[config.mk]
export PLATFORM = sky130hd
export DESIGN_NAME = pipe_hazard_ctrl
export DESIGN_NICKNAME = d
export VERILOG_FILES = /design/src/rtl/pipe_hazard_ctrl_pkg.sv /design/src/rtl/pipe_hazard_ctrl_sat_counter.sv /design/src/rtl/pipe_hazard_ctrl.sv
export SDC_FILE = /design/constraint.sdc
export NUM_CORES = 1
export LEC_CHECK = 0
export ABC_AREA = 1
export CAP_MARGIN = 20
export CORE_MARGIN = 5
export CORE_UTILIZATION = 30
export DETAILED_ROUTE_END_ITERATION = 7
export SLEW_MARGIN = 0
export SYNTH_ARGS = -nofsm -noshare
export SYNTH_HDL_FRONTEND = slang
export SYNTH_SLANG_ARGS = --single-unit
[constraint.sdc]
create_clock -name clk -period 1.75 [get_ports clk]
set_clock_uncertainty 0.2 [all_clocks]
set_input_delay 0.35 -clock clk [delete_from_list [all_inputs] [get_ports clk]]
set_output_delay 0.35 -clock clk [all_outputs]
set_load 0.02 [all_outputs]
[src/rtl/pipe_hazard_ctrl_pkg.sv]
// Shared types for the LC-3b pipeline hazard controller: FSM states, the
// register-control word and the load-use detector.
package pipe_hazard_ctrl_pkg;

    typedef logic [2:0] lc3b_reg;

    typedef enum logic [1:0] {
        ST_INIT = 2'd0,
        ST_RUN  = 2'd1,
        ST_IND2 = 2'd2
    } pipe_state_t;

    typedef struct packed {
        logic load_pc;
        logic load_ifid;
        logic load_idex;
        logic load_exme;
        logic load_mewb;
        logic bub_ifid;
        logic bub_idex;
        logic bub_exme;
        logic bub_mewb;
        logic pc_sel;
    } pipe_ctrl_t;

    // Field order: loads pc/ifid/idex/exme/mewb, bubbles ifid/idex/exme/mewb, pc_sel.
    localparam pipe_ctrl_t CTRL_INIT  = 10'b01111_1111_0;
    localparam pipe_ctrl_t CTRL_RUN   = 10'b11111_0000_0;
    localparam pipe_ctrl_t CTRL_HOLD  = 10'b00001_0001_0;
    localparam pipe_ctrl_t CTRL_REDIR = 10'b11111_1110_1;

    function automatic logic load_use(input lc3b_reg src1, input lc3b_reg src2,
                                      input logic use1, input logic use2,
                                      input lc3b_reg dest, input logic memrd);
        return memrd && ((use1 && (src1 == dest)) || (use2 && (src2 == dest)));
    endfunction

endpackage

[src/rtl/pipe_hazard_ctrl_sat_counter.sv]
// Saturating event counter; holds at all-ones instead of wrapping.
module sat_counter #(
    parameter int W = 16
) (
    input  logic         clk,
    input  logic         rst_n,
    input  logic         inc_i,
    output logic [W-1:0] cnt_o
);

    logic [W-1:0] cnt_q, cnt_d;

    always_comb begin
        cnt_d = cnt_q;
        if (inc_i && (cnt_q != '1)) cnt_d = cnt_q + W'(1);
    end

    always_ff @(posedge clk or negedge rst_n) begin
        if (!rst_n) cnt_q <= '0;
        else        cnt_q <= cnt_d;
    end

    assign cnt_o = cnt_q;

endmodule

[src/rtl/pipe_hazard_ctrl.sv]
// Stall/flush controller for the 5-stage LC-3b pipe: drives pipe register
// load/bubble selects and PC load/source from hazard and memory handshakes.
module pipe_hazard_ctrl
    import pipe_hazard_ctrl_pkg::*;
#(
    parameter int CNT_W       = 16,
    parameter int INIT_CYCLES = 1
) (
    input  logic             clk,
    input  logic             rst_n,
    input  lc3b_reg          ifid_src1,
    input  lc3b_reg          ifid_src2,
    input  logic             ifid_use1,
    input  logic             ifid_use2,
    input  lc3b_reg          idex_dest,
    input  logic             idex_memrd,
    input  logic             imem_read,
    input  logic             imem_resp,
    input  logic             dmem_req,
    input  logic             dmem_resp,
    input  logic             exme_indirect,
    input  logic             br_taken,
    output logic             load_pc,
    output logic             load_ifid,
    output logic             load_idex,
    output logic             load_exme,
    output logic             load_mewb,
    output logic             bub_ifid,
    output logic             bub_idex,
    output logic             bub_exme,
    output logic             bub_mewb,
    output logic             pc_sel,
    output logic             dmem_phase,
    output logic [CNT_W-1:0] stall_cnt,
    output logic [CNT_W-1:0] flush_cnt
);

    localparam int ICW = (INIT_CYCLES > 1) ? $clog2(INIT_CYCLES) : 1;
    localparam logic [ICW-1:0] INIT_LAST = ICW'(INIT_CYCLES - 1);

    pipe_state_t    state_q, state_d;
    logic [ICW-1:0] init_cnt_q, init_cnt_d;
    pipe_ctrl_t     ctrl;
    logic           phase;
    logic           stall_inc, flush_inc;
    logic           dwait, iwait, luse;

    assign dwait = dmem_req && !dmem_resp;
    assign iwait = imem_read && !imem_resp;
    assign luse  = load_use(ifid_src1, ifid_src2, ifid_use1, ifid_use2, idex_dest, idex_memrd);

    always_ff @(posedge clk or negedge rst_n) begin
        if (!rst_n) begin
            state_q    <= ST_INIT;
            init_cnt_q <= '0;
        end else begin
            state_q    <= state_d;
            init_cnt_q <= init_cnt_d;
        end
    end

    always_comb begin
        state_d    = state_q;
        init_cnt_d = init_cnt_q;
        ctrl       = CTRL_RUN;
        phase      = 1'b0;
        flush_inc  = 1'b0;
        unique case (state_q)
            ST_INIT: begin
                ctrl = CTRL_INIT;
                if (init_cnt_q == INIT_LAST) state_d = ST_RUN;
                else                         init_cnt_d = init_cnt_q + ICW'(1);
            end
            ST_RUN: begin
                if (dwait) begin
                    ctrl = CTRL_HOLD;
                end else if (dmem_req && exme_indirect) begin
                    // First half of LDI/STI done; pointer access still to come.
                    ctrl    = CTRL_HOLD;
                    state_d = ST_IND2;
                end else if (br_taken) begin
                    if (iwait) begin
                        ctrl = CTRL_HOLD;
                    end else begin
                        ctrl      = CTRL_REDIR;
                        flush_inc = 1'b1;
                    end
                end else if (luse) begin
                    ctrl.load_pc   = 1'b0;
                    ctrl.load_ifid = 1'b0;
                    ctrl.bub_idex  = 1'b1;
                end else if (iwait) begin
                    ctrl.load_pc  = 1'b0;
                    ctrl.bub_ifid = 1'b1;
                end
            end
            ST_IND2: begin
                phase = 1'b1;
                if (!dmem_resp) ctrl = CTRL_HOLD;
                else            state_d = ST_RUN;
            end
            default: begin
                ctrl    = CTRL_INIT;
                state_d = ST_INIT;
            end
        endcase
    end

    assign stall_inc = (state_q != ST_INIT) && !ctrl.load_pc;

    sat_counter #(.W(CNT_W)) u_stall_cnt (
        .clk(clk), .rst_n(rst_n), .inc_i(stall_inc), .cnt_o(stall_cnt)
    );

    sat_counter #(.W(CNT_W)) u_flush_cnt (
        .clk(clk), .rst_n(rst_n), .inc_i(flush_inc), .cnt_o(flush_cnt)
    );

    assign load_pc    = ctrl.load_pc;
    assign load_ifid  = ctrl.load_ifid;
    assign load_idex  = ctrl.load_idex;
    assign load_exme  = ctrl.load_exme;
    assign load_mewb  = ctrl.load_mewb;
    assign bub_ifid   = ctrl.bub_ifid;
    assign bub_idex   = ctrl.bub_idex;
    assign bub_exme   = ctrl.bub_exme;
    assign bub_mewb   = ctrl.bub_mewb;
    assign pc_sel     = ctrl.pc_sel;
    assign dmem_phase = phase;

endmodule

==> impl_metrics.env, run 1 <==
export IMPL_status="complete, but fails checks"
export IMPL_violations="setup timing"
export IMPL_crit_fanout=3
export IMPL_crit_chain="buf_6, ha_4, nand2_4, nor2_4, nand2_2, nand2_2, nand2_4, clkinv_4, buf_6"
export IMPL_drive_gt1_share_pct=35.8
export IMPL_route_detailed_drc=0
export IMPL_peakVddDrop_mv=0.467
export IMPL_fin_crit_ns=2.08
export IMPL_num_io_pins=63
export IMPL_synth_top_area_cell="dfrtp_1"
export IMPL_grt_pass1_wl_um=11300
export IMPL_cts_hold_buffers_added=0
export IMPL_die_area_mm2=0.00926
export IMPL_critPathBufInv=3
export IMPL_p_leak_nw=2.02
export IMPL_rows=31
export IMPL_async_reset_ff_share_pct=100
export IMPL_timing_hold_ws_ns=0.234
export IMPL_overflow=0
export IMPL_clk_latency_ns=0.28
export IMPL_drtAntennaViolNets=0
export IMPL_crit_path_top_delay_cell="dfrtp_1"
export IMPL_cts_buffer_depth=2
export IMPL_yosys_top_cells_area="dfrtp_1 (38%), nand2_1 (16%), xor2_1 (7.9%)"
export IMPL_drtIter0Drc=80
export IMPL_powerDensity_mw_per_mm2=1120
export IMPL_layout_common_cells="nand2_1 (68), dlygate4sd2_1 (45), buf_4 (43)"
export IMPL_fin_area_mm2=0.00385
export IMPL_die_w_um=96.2
export IMPL_max_freq_mhz=481
export IMPL_cp_required_ns=1.20
export IMPL_initial_core_util_pct=30.7
export IMPL_dpl_hpwl_um=4770
export IMPL_rsz0062_at_grt="yes"
export IMPL_areaGrowthSynthToFinish_pct=72.6
export IMPL_cts_htree_levels=2
export IMPL_antennaDiodeCount=0
export IMPL_track_usage_pct=15.4
export IMPL_synth_edff_count=0
export IMPL_postPlaceCellArea_mm2=0.00337
export IMPL_ys_warn_count=0
export IMPL_setup_viol=41
export IMPL_fin_nets=448
export IMPL_pre_cts_ws_ns=-0.995
export IMPL_end_kind="primary output"
export IMPL_start_kind="flip-flop"
export IMPL_hold_violations=0
export IMPL_synthCells=303
export IMPL_finalWirelength_um=6740
export IMPL_synth_top_area_share_pct=38.2
export IMPL_first_pass_iters=4
export IMPL_avgSynthCellArea_um2=7.36
export IMPL_synth_distinct_cells=28
export IMPL_cp_top_family="flip-flops"
export IMPL_finalCritPeriodShare_pct=119
export IMPL_cts_made_buffers=5
export IMPL_timing_final_ws_setup_ns=-0.330
export IMPL_seq_area_frac_synth_pct=38.2
export IMPL_die_h_um=96.2
export IMPL_wl_per_cell_um=12.9
export IMPL_cts_tree="done"
export IMPL_syn_area_mm2=0.00223
export IMPL_core_mm2=0.00725
export IMPL_layout_commonest_cell="nand2_1"
export IMPL_port_buffers=61
export IMPL_path_class="reg -> out"
export IMPL_ys_flop_type="dfrtp_1"
export IMPL_grt_max_degree=35
export IMPL_tns_ns=-7.10
export IMPL_cts_reportedPaths_clkPinSlew_ns=0.08
export IMPL_vias=2394
export IMPL_gp_congestion=0.835
export IMPL_ys_seq_elements=34
export IMPL_via_per_inst=4.60
export IMPL_min_path_type="in -> async"
export IMPL_cp_arrival_ns=1.53
export IMPL_cts_root_buf="clkbuf_8"
export IMPL_slew_viol_final=0
export IMPL_cts_sinks=34
export IMPL_utilization_pct=53.0
export IMPL_drv_cap=0
export IMPL_synth_net_count=329
export IMPL_grt_pass1_vias=2456
export IMPL_cpPeakStageDelay_ns=0.43
export IMPL_antenna_found_initial=0
## path summary, 6_finish.rpt
| check | endpoint | startpoint | slack, ns | cells after the start |
|---|---|---|---|---|
| worst max-delay path | load_pc | state_q[0] | -0.33 | 9 |
| worst min-delay path | state_q[0] | rst_n | 0.23 | 2 |
| worst max register to register | u_flush_cnt.cnt_o[0] | state_q[0] | -0.21 | 10 |
| worst min register to register | u_flush_cnt.cnt_o[13] | u_flush_cnt.cnt_o[13] | 0.32 | 1 |
| max in group asynchronous | u_flush_cnt.cnt_o[0] | rst_n | 0.91 | 2 |
| min in group clk | u_flush_cnt.cnt_o[13] | u_flush_cnt.cnt_o[13] | 0.32 | 1 |
## cell usage after synthesis (all sizes together) (6+ instances only)
| cell | n |
|---|---|
| buf | 7 |
| dfrtp | 34 |
| ha | 6 |
| inv | 38 |
| nand2 | 98 |
| nand3 | 32 |
| nor2 | 27 |
| nor3 | 9 |
| o21ai | 7 |
| xnor2 | 8 |
| xor2 | 20 |
## through the flow
step / std cells / power, W
final: 521 / 0.00430
after global routing: 521 / 0.00456
after detailed placement: 500 / 0.00322
after global placement: 500 / 0.00318
after floorplan: 303 / 0.00230
after CTS: 519 / 0.00423
## routing by layer
layer | up-vias | GRT usage, % | share of wire [%]
met5 | - | 0 | 0
met3 | 7 | 2.97 | 4.1
li1 | 1190 | - | -
met2 | 54 | 28.4 | 52
met4 | 0 | 2.73 | 0.68
met1 | 1143 | 18.4 | 43
## sequential cells by signal (all words and copies together) (netlist names)
| signal | count |
|---|---|
| u_flush_cnt.cnt_o | 16 |
| u_stall_cnt.cnt_o | 16 |
| state_q | 2 |
## cell families (layout without fill, tap and decap cells)
kind of cell / Yosys count / after routing / share of synthesized area [%]
adder cells (fa/ha/maj): 6 / 6 / 3.37
other: 1 / 1 / 0.168
AO/OA/AOI/OAI: 13 / 13 / 3.59
flip-flops: 34 / 34 / 38.2
AND/OR/NAND/NOR: 176 / 177 / 35.1
buffers and inverters: 45 / 163 / 8.59
XOR/XNOR: 28 / 28 / 11.0
## repair_timing
action | CTS | global route
setup buffers | 10 | 4
cloned | 3 | 0
pin swaps | 24 | 14
resized for setup | 167 | 28
setup endpoints to repair | 74 | 43
## power breakdown
group	internal, W	leakage [nW]	total (W)	switching (W)
clock	0.000313	0.0443	0.000596	0.000283
combinational	0.00125	1.54	0.00262	0.00137
sequential	0.000915	0.440	0.00108	0.000164
## area by class of cell
class	instances	area (um^2)
multi-input cells	225	1530
inverters	38	153
fillers	690	3410
clock buffers	7	86.3
flip-flops and latches	34	857
repair buffers	118	1100
well taps	99	124
No activity file was read; power rests on OpenSTA's default activity.
==> run 2, diff against run 1 <==
==> constraint.sdc (replaced) <==
create_clock -name clk -period 1.75 [get_ports clk]
set_clock_uncertainty 0.2 [all_clocks]
set_input_delay 0.35 -clock clk [delete_from_list [all_inputs] [get_ports clk]]
set_output_delay 0.35 -clock clk [all_outputs]
set_load 0.005 [all_outputs]
==> run 2 against run 1 <==
Net effect:
- the flow still finishes with violations (setup timing)
- cell area grew 2.8%
- critical path depth grew 1
- flip-flop and latch count is the same
- total power shrank 8.0%
- sequential power shrank 9%
- clock power grew 5.0%
- largest power group unchanged
- via count grew 3.4%
- die area is the same
- core utilization grew 1.5 points
==> impl_metrics.env, run 2 (synthesis gave the netlist of run 1 again) <==
export IMPL_finalCritPeriodShare_pct=121
export IMPL_p_leak_nw=2.16
export IMPL_status="complete, but fails checks"
export IMPL_vias=2475
export IMPL_end_kind="primary output"
export IMPL_drtIter0Drc=96
export IMPL_path_class="reg -> out"
export IMPL_clk_latency_ns=0.29
export IMPL_rows=31
export IMPL_hold_violations=0
export IMPL_grt_pass1_vias=2538
export IMPL_highest_layer="met4"
export IMPL_layout_cells_non_filler=553
export IMPL_antenna_found_initial=0
export IMPL_start_kind="flip-flop"
export IMPL_swShare_pct=37.7
export IMPL_crit_fanout=2
export IMPL_cts_buffer_depth=2
export IMPL_max_freq_mhz=472
export IMPL_p_int_w=0.00246
export IMPL_cts_hold_buffers_added=0
export IMPL_cts_sinks=34
export IMPL_drive_gt1_share_pct=35.7
export IMPL_fin_nets=479
export IMPL_finalWirelength_um=6770
export IMPL_reg2regPathDepth=10
export IMPL_utilization_pct=54.5
export IMPL_rrSetupSlack_ns=-0.23
export IMPL_core_mm2=0.00725
export IMPL_place_inst=511
export IMPL_regToRegStartpoint="state_q[1]"
export IMPL_violations="setup timing"
export IMPL_p_sw_w=0.00149
export IMPL_cpPeakStageDelay_ns=0.41
export IMPL_drv_cap=0
export IMPL_track_usage_pct=15.4
export IMPL_fin_crit_ns=2.12
export IMPL_clockPowerShare_pct=15.8
export IMPL_gp_congestion=0.871
export IMPL_port_buffers=61
export IMPL_areaGrowthSynthToFinish_pct=77.3
export IMPL_crit_chain="buf_6, ha_4, nand2_4, nor2_4, buf_6, nand2_2, nand2_2, nand2_4, inv_2, buf_6"
export IMPL_first_pass_iters=4
export IMPL_worstSetupStartpoint="state_q[0]"
export IMPL_slew_viol_final=0
export IMPL_wl_per_cell_um=12.2
export IMPL_powerDensity_mw_per_mm2=999
export IMPL_antennaDiodeCount=0
export IMPL_route_detailed_drc=0
export IMPL_p_seq_share_pct=24.8
export IMPL_drtAntennaViolNets=0
export IMPL_die_area_mm2=0.00926
export IMPL_cts_made_buffers=5
export IMPL_cts_htree_levels=2
export IMPL_setup_viol=41
export IMPL_comb_power_share_pct=59.4
export IMPL_r2r_end="u_flush_cnt.cnt_o[0]"
export IMPL_cts_tree="done"
export IMPL_die_h_um=96.2
export IMPL_crit_path_top_delay_cell="dfrtp_1"
export IMPL_cts_reportedPaths_clkPinSlew_ns=0.07
export IMPL_dr_wl_met2_um=3540
export IMPL_grt_pass1_wl_um=11200
export IMPL_die_w_um=96.2
export IMPL_path_common_cell="buf_6"
export IMPL_via_per_inst=4.48
export IMPL_timing_final_ws_setup_ns=-0.369
export IMPL_initial_core_util_pct=30.7
export IMPL_cp_arrival_ns=1.57
export IMPL_peakVddDrop_mv=0.661
export IMPL_grt_max_degree=35
export IMPL_min_path_type="in -> async"
export IMPL_dr_wl_met3_um=298
export IMPL_wl_met1_um=2840
export IMPL_cp_required_ns=1.20
export IMPL_cts_root_buf="clkbuf_8"
export IMPL_overflow=0
export IMPL_rsz0062_at_grt="yes"
export IMPL_layout_common_cells="nand2_1 (77), buf_4 (77), dlygate4sd2_1 (32)"
export IMPL_pre_cts_ws_ns=-0.854
export IMPL_dpl_hpwl_um=4770
export IMPL_num_io_pins=63
==> run 2: cell count changes in the layout (fill, tap and decap cells not counted), moves of 4 or more <==
cell and change:
nand2_1 +9, clkdlybuf4s50_1 +10, buf_6 -12, nand2_2 -10
buf_4 +34, dlygate4sd2_1 -13, nand3_1 +4, buf_2 +7
==> run 2: worst max-delay path by stage <==
stage	end	slack, ns
2_1_floorplan	load_pc	-0.05
3_3_place_gp	load_pc	-0.84
3_5_place_dp	load_pc	-0.85
4_1_cts	bub_exme	-0.39
5_1_grt	bub_exme	-0.45
6_report	load_pc	-0.37
==> run 2: what timing repair did <==
| item | CTS | global route |
|---|---|---|
| pin swaps | 19 | 3 |
| setup buffers | 29 | 2 |
| endpoints found under the setup margin | 73 | 48 |
| cloned | 1 | 2 |
| gates resized for setup | 112 | 25 |
==> run 2: power by group through the flow <==
stage,registers [W],clock network [W],logic (W)
after CTS,0.000980,0.000642,0.00218
final,0.000978,0.000626,0.00235
after detailed placement,0.00103,0,0.00197
after floorplan,0.00107,0,0.000897
after global placement,0.00103,0,0.00194
after global routing,0.000997,0.000672,0.00256
==> run 2: through the flow <==
stage | hold WS, ns | total power, W | cell area, um^2 | setup TNS (ns)
2_1_floorplan | -0.146 | 0.00197 | 2300 | -0.0460
3_3_place_gp | 0.304 | 0.00297 | 3430 | -25.35
3_5_place_dp | 0.310 | 0.00300 | 3430 | -25.94
4_1_cts | 0.223 | 0.00380 | 3820 | -8.78
5_1_grt | 0.241 | 0.00423 | 3950 | -11.79
6_report | 0.228 | 0.00395 | 3950 | -8.05
==> run 2: area by class of cell <==
type                            instances  area, um^2
Timing Repair Buffer                  149        1320
Inverter                               38         143
Clock buffer                            6        82.6
Tap cell                               99         124
Multi-Input combinational cell        225        1420
Sequential cell                        34         858
Fill cell                             686        3300
Clock inverter                          2        12.5
==> run 2: worst max-delay path: cells and delay by family, from the launching register on <==
family                     cells  cell delay, ns
adders and majority gates      1            0.16
and+or+nand+nor                5            0.32
DFF                            1            0.41
buffers and inverters          4            0.38
==> run 2: layer usage <==
| metal | track usage [%] | up-vias |
|---|---|---|
| met2 | 28.6 | 64 |
| met4 | 4.50 | 0 |
| met5 | 0 | - |
| met1 | 17.8 | 1157 |
| met3 | 2.97 | 7 |
| li1 | - | 1247 |
==> run 3, diff against run 2 <==
--- a/config.mk
+++ b/config.mk
@@ -13,4 +13,5 @@
 export SLEW_MARGIN = 0
 export SYNTH_ARGS = -nofsm -noshare
 export SYNTH_HDL_FRONTEND = slang
+export SYNTH_HIERARCHICAL = 1
 export SYNTH_SLANG_ARGS = --single-unit
==> constraint.sdc (replaced) <==
create_clock -name clk -period 1.75 [get_ports clk]
set_clock_uncertainty 0.2 [all_clocks]
set_input_delay 0.175 -clock clk [delete_from_list [all_inputs] [get_ports clk]]
set_output_delay 0.175 -clock clk [all_outputs]
set_load 0.005 [all_outputs]
==> run 3 against run 2 <==
Net effect:
- the flow still finishes with violations (setup timing)
- synthesized area increased by 16%
- maximum frequency increased by 8.8%
- highest routed layer unchanged
- register-to-register slack improved by 0.03 ns
- synthesized cell count increased by 28%
- core utilization decreased by 6.6 points
- non-clock buffer count decreased by 49
- worst setup slack improved by 0.17 ns
==> impl_metrics.env, run 3 <==
export IMPL_post_synth_top_count_cell="nand2_1"
export IMPL_synth_common_cells="nand2_1 (160), nor2_1 (43), inv_1 (41)"
export IMPL_drive_gt1_share_pct=32.1
export IMPL_start_kind="flip-flop"
export IMPL_drv_cap=0
export IMPL_vias=2756
export IMPL_die_area_mm2=0.0105
export IMPL_synth_edff_count=0
export IMPL_core_mm2=0.00830
export IMPL_gp_congestion=0.866
export IMPL_gr_usage_met2_pct=25.1
export IMPL_rows=33
export IMPL_finalCritPeriodShare_pct=111
export IMPL_synth_top_area_cell="dfrtp_1"
export IMPL_ys_warn_count=6
export IMPL_ys_seq_elements=34
export IMPL_p_leak_nw=1.90
export IMPL_first_pass_iters=4
export IMPL_wl_per_cell_um=12.6
export IMPL_port_buffers=61
export IMPL_async_reset_ff_share_pct=100
export IMPL_cts_sinks=34
export IMPL_peakVddDrop_mv=0.624
export IMPL_clk_latency_ns=0.29
export IMPL_max_freq_mhz=514
export IMPL_avgSynthCellArea_um2=6.62
export IMPL_cts_buffer_depth=2
export IMPL_postPlaceCellArea_mm2=0.00354
export IMPL_layout_common_cells="nand2_1 (124), clkdlybuf4s50_1 (43), nor2_1 (37), nand2_2 (37), dfrtp_1 (32)"
export IMPL_timing_final_ws_setup_ns=-0.197
export IMPL_overflow=0
export IMPL_rsz0062_at_grt="yes"
export IMPL_busiest_layer="met2"
export IMPL_violations="setup timing"
export IMPL_grt_pass1_wl_um=12000
export IMPL_initial_core_util_pct=31.0
export IMPL_cts_htree_levels=2
export IMPL_rrSetupSlack_ns=-0.20
export IMPL_dpl_hpwl_um=5320
export IMPL_grt_util_met1_pct=17.5
export IMPL_route_detailed_drc=0
export IMPL_crit_fanout=3
export IMPL_powerDensity_mw_per_mm2=1180
export IMPL_grt_pass1_vias=2597
export IMPL_min_path_type="in -> async"
export IMPL_die_w_um=103
export IMPL_cts_reportedPaths_clkPinSlew_ns=0.08
export IMPL_tns_ns=-5.13
export IMPL_end_kind="flip-flop"
export IMPL_drtIter0Drc=54
export IMPL_cp_required_ns=1.74
export IMPL_cts_root_buf="clkbuf_8"
export IMPL_num_io_pins=63
export IMPL_die_h_um=103
export IMPL_path_class="reg -> reg"
export IMPL_track_usage_pct=14.1
export IMPL_grt_use_met3_pct=3.32
export IMPL_nFillCells=811
export IMPL_cts_hold_buffers_added=0
export IMPL_cts_made_buffers=5
export IMPL_grt_max_degree=35
export IMPL_antenna_found_initial=0
export IMPL_drtAntennaViolNets=0
export IMPL_cp_arrival_ns=1.94
export IMPL_fin_crit_ns=1.95
export IMPL_synth_net_count=415
export IMPL_slew_viol_final=0
export IMPL_synthCells=389
export IMPL_synth_top_area_share_pct=33.0
export IMPL_cts_tree="done"
export IMPL_finalWirelength_um=7520
export IMPL_status="complete, but fails checks"
export IMPL_seq_area_frac_synth_pct=33.0
export IMPL_fin_area_mm2=0.00397
export IMPL_layout_commonest_cell="nand2_1"
export IMPL_yosys_top_cells_area="dfrtp_1 (33%), nand2_1 (23%), nor2_1 (6.3%)"
export IMPL_syn_area_mm2=0.00258
export IMPL_via_per_inst=4.62
export IMPL_synth_distinct_cells=23
export IMPL_ys_flop_type="dfrtp_1"
export IMPL_hold_violations=0
export IMPL_fin_nets=517
export IMPL_areaGrowthSynthToFinish_pct=54.2
export IMPL_antennaDiodeCount=0
export IMPL_setup_viol=42
-- run 3: cell count changes after synthesis, sizes merged, moves of 5 or more --
cell   delta
nor4      -5
nand4     +7
nor2     +31
nand2    +74
nor3      -9
inv       +7
o21ai    +16
xor2     -18
nand3    -17
-- run 3: path summary, 6_finish.rpt --
kind,cells after the start,start,to
worst max-delay path,15,state_q[0],u_stall_cnt/cnt_o[15]
min in group clk,2,u_flush_cnt/cnt_o[4],u_flush_cnt/cnt_o[4]
worst min-delay path,2,rst_n,u_stall_cnt/cnt_o[7]
max in group asynchronous,2,rst_n,u_stall_cnt/cnt_o[2]
worst min register to register,2,u_flush_cnt/cnt_o[4],u_flush_cnt/cnt_o[4]
worst max register to register,15,state_q[0],u_stall_cnt/cnt_o[15]
-- run 3: logic make-up after synthesis --
logic type / Yosys count / share of synthesized area, %
AO/OA/AOI/OAI: 28 / 6.26
XOR/XNOR: 12 / 4.08
adder cells (fa/ha/maj): 6 / 2.91
buffers and inverters: 51 / 8.89
flip-flops: 34 / 33.0
other: 1 / 0.146
AND/OR/NAND/NOR: 257 / 44.7
-- run 3: metal layers --
| metal | routed length (um) | up-vias |
|---|---|---|
| met4 | 48 | 0 |
| met3 | 337 | 8 |
| met2 | 3850 | 57 |
| li1 | - | 1407 |
| met5 | 0 | - |
| met1 | 3290 | 1284 |
-- run 3: through the flow --
step	total power (W)	std cells	worst slack [ns]	hold slack (ns)	util, %
final	0.00470	597	-0.197	0.0525	47.9
after global routing	0.00505	597	-0.294	0.0581	47.9
after CTS	0.00430	590	-0.167	0.0545	44.9
after detailed placement	0.00352	580	-0.555	0.360	42.6
after global placement	0.00350	580	-0.479	0.354	42.6
after floorplan	0.00231	389	-0.109	-0.321	-
-- run 3: critical path, cell delays in order, from the launching register on --
cell and delay, ns:
dfrtp_2 0.44, ha_4 0.18, nand2_2 0.06, inv_2 0.04, nand2_4 0.06, nor2_4 0.04, nand2_2 0.09, nand2_2 0.06
a21oi_4 0.14, inv_2 0.07, nor2_1 0.08, nand2_1 0.07, nor2_2 0.14, nand3_1 0.08, nand2_1 0.06, inv_1 0.03
-- run 3: timing repair --
item / CTS / global route
gates resized for setup: 72 / 69
pin swaps: 14 / 29
setup endpoints to repair: 42 / 44
buffers inserted: 1 / 5
cloned: 1 / 2
-- run 3: final cells by class --
type / count / area [um^2] / share of cell area, %
Multi-Input combinational cell: 305 / 1770 / 44.5
Inverter: 45 / 176 / 4.44
Timing Repair Buffer: 100 / 952 / 24.0
Sequential cell: 34 / 853 / 21.5
Clock buffer: 7 / 86.3 / 2.17
Tap cell: 105 / 131 / 3.31
Clock inverter: 1 / 5.00 / 0.126
-- run 3: where the power goes --
part           internal [W]  switching (W)
registers          0.000963       0.000200
clock network      0.000318       0.000299
logic               0.00145        0.00147
